--- config.mk ---
export PLATFORM = sky130hd
export DESIGN_NAME = hazard_ctrl
export DESIGN_NICKNAME = d
export VERILOG_FILES = /design/src/rtl/hazard_ctrl.sv
export SDC_FILE = /design/constraint.sdc
export NUM_CORES = 1
export LEC_CHECK = 0
export CAP_MARGIN = 0
export CORE_ASPECT_RATIO = 0.75
export CORE_MARGIN = 4
export CORE_UTILIZATION = 40
export CTS_CLUSTER_SIZE = 10
export DETAILED_ROUTE_END_ITERATION = 16
export PLACE_DENSITY = 0.82
export SLEW_MARGIN = 15
export SYNTH_ARGS = -nofsm -noshare
export SYNTH_HDL_FRONTEND = slang
export SYNTH_SLANG_ARGS = --single-unit
export TNS_END_PERCENT = 50
--- constraint.sdc ---
create_clock -name clk -period 5.3 [get_ports clk]
set_input_delay 1.325 -clock clk [delete_from_list [all_inputs] [get_ports clk]]
set_output_delay 1.325 -clock clk [all_outputs]
set_load 0.02 [all_outputs]
--- src/rtl/hazard_ctrl.sv ---
// hazard_ctrl: pipeline sequencing unit for the 16-bit five-stage CPU.
// Drives the PC and the IF/ID, ID/EX and EX/MEM register enables and flushes.
// It handles load-use bubbles, branch/JAL redirects resolved in MEM,
// data-memory wait states and HALT/resume. It also keeps a saturating
// count of stalled (pc_wen=0) cycles.
//
// Ports:
//   clk, rst               clock; asynchronous active-high reset
//   rs_id/rt_id, *_used_id source operands of the ID instruction
//   rf_waddr_idex, rf_wen_idex, mem2reg_idex   destination of the EX instruction
//   branch_taken_exmem, jal_exmem              redirect resolved in MEM
//   halt_id, resume                            HALT entry / exit
//   dmem_busy                                  data memory not ready
//   pc_wen, pc_sel, *_wen, *_flush             pipeline controls (combinational)
//   state                                      RUN=0 LDSTALL=1 MEMWAIT=2 HALT=3
//   stall_count                                saturating stalled-cycle count
// LD_BUBBLES must be in 1..3.
module hazard_ctrl #(
  parameter int LD_BUBBLES = 1,
  parameter int CNT_W      = 16
) (
  input  logic             clk,
  input  logic             rst,
  input  logic [3:0]       rs_id,
  input  logic [3:0]       rt_id,
  input  logic             rs_used_id,
  input  logic             rt_used_id,
  input  logic [3:0]       rf_waddr_idex,
  input  logic             rf_wen_idex,
  input  logic             mem2reg_idex,
  input  logic             branch_taken_exmem,
  input  logic             jal_exmem,
  input  logic             halt_id,
  input  logic             dmem_busy,
  input  logic             resume,
  output logic             pc_wen,
  output logic             pc_sel,
  output logic             ifid_wen,
  output logic             ifid_flush,
  output logic             idex_wen,
  output logic             idex_flush,
  output logic             exmem_wen,
  output logic             exmem_flush,
  output logic [1:0]       state,
  output logic [CNT_W-1:0] stall_count
);

  typedef enum logic [1:0] {
    RUN     = 2'd0,
    LDSTALL = 2'd1,
    MEMWAIT = 2'd2,
    HALT    = 2'd3
  } state_t;

  // Bubbles still owed after the one inserted on hazard detection.
  localparam logic [1:0] BUB_INIT = 2'(LD_BUBBLES - 1);

  state_t     st_q, st_d;
  logic [1:0] bub_q, bub_d;
  logic       load_use, redirect;

  // R0 is hardwired zero, so a load targeting it never creates a hazard.
  assign load_use = mem2reg_idex & rf_wen_idex & (rf_waddr_idex != 4'd0) &
                    ((rs_used_id & (rs_id == rf_waddr_idex)) |
                     (rt_used_id & (rt_id == rf_waddr_idex)));
  assign redirect = branch_taken_exmem | jal_exmem;

  always_comb begin
    pc_wen      = 1'b1;
    pc_sel      = 1'b0;
    ifid_wen    = 1'b1;
    ifid_flush  = 1'b0;
    idex_wen    = 1'b1;
    idex_flush  = 1'b0;
    exmem_wen   = 1'b1;
    exmem_flush = 1'b0;
    st_d        = st_q;
    bub_d       = bub_q;
    if (rst) begin
      // Outputs follow reset combinationally so they change the moment rst rises.
      pc_wen      = 1'b0;
      ifid_wen    = 1'b0;
      idex_wen    = 1'b0;
      exmem_wen   = 1'b0;
      ifid_flush  = 1'b1;
      idex_flush  = 1'b1;
      exmem_flush = 1'b1;
      st_d        = RUN;
      bub_d       = 2'd0;
    end else if (dmem_busy) begin
      // Full freeze in every state. RUN parks in MEMWAIT. The other states hold,
      // and the bubble counter holds with them.
      pc_wen    = 1'b0;
      ifid_wen  = 1'b0;
      idex_wen  = 1'b0;
      exmem_wen = 1'b0;
      if (st_q == RUN) st_d = MEMWAIT;
    end else if (redirect) begin
      // Kill the three wrong-path instructions. This also cancels pending bubbles or HALT.
      pc_sel      = 1'b1;
      ifid_flush  = 1'b1;
      idex_flush  = 1'b1;
      exmem_flush = 1'b1;
      st_d        = RUN;
      bub_d       = 2'd0;
    end else begin
      unique case (st_q)
        RUN, MEMWAIT: begin
          st_d = RUN;
          if (load_use) begin
            pc_wen     = 1'b0;
            ifid_wen   = 1'b0;
            idex_flush = 1'b1;
            if (LD_BUBBLES > 1) begin
              st_d  = LDSTALL;
              bub_d = BUB_INIT;
            end
          end else if (halt_id) begin
            pc_wen     = 1'b0;
            ifid_wen   = 1'b0;
            idex_flush = 1'b1;
            st_d       = HALT;
          end
        end
        LDSTALL: begin
          pc_wen     = 1'b0;
          ifid_wen   = 1'b0;
          idex_flush = 1'b1;
          bub_d      = bub_q - 2'd1;
          if (bub_q <= 2'd1) st_d = RUN;
        end
        HALT: begin
          if (resume) begin
            // Drop the HALT sitting in IF/ID and let fetch proceed.
            ifid_flush = 1'b1;
            st_d       = RUN;
          end else begin
            // Hold HALT in ID while the older instructions drain.
            pc_wen     = 1'b0;
            ifid_wen   = 1'b0;
            idex_flush = 1'b1;
          end
        end
        default: st_d = RUN;
      endcase
    end
  end

  always_ff @(posedge clk or posedge rst) begin
    if (rst) begin
      st_q        <= RUN;
      bub_q       <= 2'd0;
      stall_count <= '0;
    end else begin
      st_q  <= st_d;
      bub_q <= bub_d;
      if (!pc_wen && (stall_count != {CNT_W{1'b1}}))
        stall_count <= stall_count + 1'b1;
    end
  end

  assign state = st_q;

endmodule
==> reports/metrics.csv <==
stage;metric;value;unit
timing;rsz0062_at_grt;no;
logic_synthesis;syn_avg_cell_area;9.660;um^2
clocking;insertion_delay;0.26;ns
logic_synthesis;ys_warn_count;0;
pwr;leakage;0.7388;nW
job;maxCapViolCount;0;
place;placed_cell_area;1750;um^2
timing;period_share;92.75;%
timing;fin_skew;0.003912;ns
logic_synthesis;synth_adder_area_share;2.008;%
clocking;post_cts_buffers;0;
logic_synthesis;synth_xor_xnor_area_share;16.16;%
grt;grt_use_total;16.88;%
min_path;hold_start;stall_count[8];
logic_synthesis;netlist-cell-type-count;34;
timing;min_period;4.915;ns
setup_path;worstSetupPathType;input pin to primary output;
grt;overflow;0;
grt;grt_max_degree;21;
logic_synthesis;synth_ff_type;dfrtp_1;
final_layout;antenna_cells;0;
setup_path;crit_path_end_kind;primary output;
grt;antenna_found_initial;0;
logic_synthesis;syn_area;1246;um^2
floorplan;start_util;42.15;%
logic_synthesis;syn-num-nets;154;
min_path;hold_path_class;flip-flop to flip-flop;
place;place_congestion;0.8159;
logic_synthesis;ys_ff_latch;20;
timing;finalSetupTns;0;ns
floorplan;fp-row-count;17;
clocking;cts_resized;0;
logic_synthesis;synth-simple-area-share;26.20;%
routing;first_iter_violations;40;
setup_path;crit_fanout;3;
floorplan;num_io_pins;49;
timing;drv_slew;0;
routing;final_antenna_net_count;0;
clocking;clock_sinks;20;
clocking;hold_buffers;0;
timing;relSlewSlack;48.61;%
final_layout;mostFrequentLayoutCells;48 x clkdlybuf4s50_1, 20 x dfrtp_1, 17 x xnor2_1;
floorplan;core_area;2957;um^2
clocking;clockRootBuffer;clkbuf_8;
setup_path;cp-start-kind;input pin;
routing;drcViolationCount;0;
final_layout;num-fill-cells;236;
clocking;cts_buffers;3;
logic_synthesis;synth-edff-count;0;
setup_path;required;3.97;ns
routing;drt-pass1-iter-count;4;
final_layout;layout.nets;203;
logic_synthesis;synth_top_family_by_area;simple AND/OR/NAND/NOR gates;
logic_synthesis;yosysSeqAreaShare;40.16;%
clocking;h-tree-depth;1;
floorplan;die_w;72.45;um
logic_synthesis;yosys.area.top_type;dfrtp_1;
timing;tightestPinTransition;0.7701;ns
status;status;finished, final reports clean;
final_layout;layout_commonest_cell;clkdlybuf4s50_1;
timing;finalHoldViolCount;0;
logic_synthesis;synthMuxAreaShare;2.610;%
timing;setup_viol;0;
place;io_buffers;48;
routing;wl_per_cell;15.07;um
final_layout;syn_to_final_growth;44.88;%
min_path;worstHoldPathCells;1;
clocking;clockBufferDepth;2;
routing;via_count;1129;
floorplan;dieHeight;56.34;um
pwr;ir_worst_vdd;0.3186;mV
setup_path;cp-startpoint;rf_waddr_idex[0];
grt;grt_pass1_vias;1139;
logic_synthesis;synth_compound_area_share;8.835;%
pwr;cellPowerDensity;299.9;nW/um^2
timing;holdWs;0.5051;ns
setup_path;r2r_cells;7;
timing;max_freq;0.2034;GHz
logic_synthesis;ys_top_cells_by_area;dfrtp_1 40%, xnor2_1 12%, nand4_1 5.5%;
setup_path;r2r_start;stall_count[0];
clocking;cts_tree;done;
final_layout;final_layout_size_suffix_gt1_share;7.910;%
routing;totalWireLength;3.239;mm
setup_path;cp.arrival;3.59;ns
routing;via_per_inst;5.251;
logic_synthesis;postSynthCellCount;129;
logic_synthesis;synthArstFlopShare;100.0;%
grt;grt_pass1_wl;5.402;mm
floorplan;die-area;4082;um^2
place;dp_hpwl;2.467;mm
clocking;clk_transition_reported_paths;0.07;ns
logic_synthesis;synth_top_area_share;40.16;%
final_layout;stdcell_area;1805;um^2
-- final cells by class --
type	instances	area (um^2)	area share, %
clock buffer	4	55.05	3.049
sequential	20	500.5	27.72
tap	38	47.55	2.633
inverter	5	18.77	1.040
timing repair buffer	49	488.0	27.03
multi-input combinational	99	695.7	38.53
-- through the flow --
step | util (%) | total power (W) | setup WS [ns] | cells
after global routing | 61.07 | 0.0005725 | 0.2557 | 215
after detailed placement | 59.20 | 0.0004257 | 0.3743 | 211
final | 61.07 | 0.0005414 | 0.3845 | 215
after CTS | 61.07 | 0.0005456 | 0.3701 | 215
after global placement | 59.20 | 0.0004205 | 0.4627 | 211
after floorplan | - | 0.0003264 | 1.011 | 129
-- per-layer routing --
metal	vias up	GRT usage (%)	routed length, um
met5	-	0	0
met4	0	5.263	38
met3	5	4.472	157
met2	25	27.89	1619
met1	542	21.42	1424
li1	557	-	-
-- sequential cells by signal, summed over array words and instances (netlist names) --
register     flops
bub_q            2
stall_count     16
state            2
-- kinds of logic after synthesis --
| kind of cell | Yosys count |
|---|---|
| compound gates | 14 |
| xor+xnor | 23 |
| fa+ha+maj | 2 |
| buf+inv | 10 |
| flops | 20 |
| mux | 3 |
| simple gates | 57 |
-- final timing paths --
| check | end | slack (ns) |
|---|---|---|
| worst max-delay path | pc_wen | 0.38 |
| worst min-delay path | stall_count[8] | 0.51 |
| worst max register to register | stall_count[1] | 3.32 |
| worst min register to register | stall_count[8] | 0.51 |
| max in group asynchronous | stall_count[3] | 3.10 |
| min in group asynchronous | state[1] | 1.72 |
-- cells in the mapped netlist, drive strengths merged, types with 2 or more instances --
library cell and count:
dfrtp 20, and4 2, ha 2, nor2b 2, xor2 6, a21oi 5, mux2 2, nor2 8
clkbuf 2, and3 4, xnor2 17, nor3 6, nand3 8, nand2 10, inv 5, buf 3
nand4 13, a22o 2, o21ai 2
-- report_power, final --
| group | switching [W] | internal [W] | total, W |
|---|---|---|---|
| Sequential | 0.0000384 | 0.000181 | 0.000220 |
| Combinational | 0.0000960 | 0.000108 | 0.000204 |
| Clock | 0.0000512 | 0.0000662 | 0.000117 |
-- critical path: stages --
cell and delay, ns:
clkdlybuf4s50_1 0.47, nor4_1 0.30, nor2_1 0.11, nand4_1 0.17
and2_4 0.19, nand2_1 0.05, a311oi_1 0.32, clkdlybuf4s50_1 0.66
Note: power is estimated with default switching activity, not from simulation.
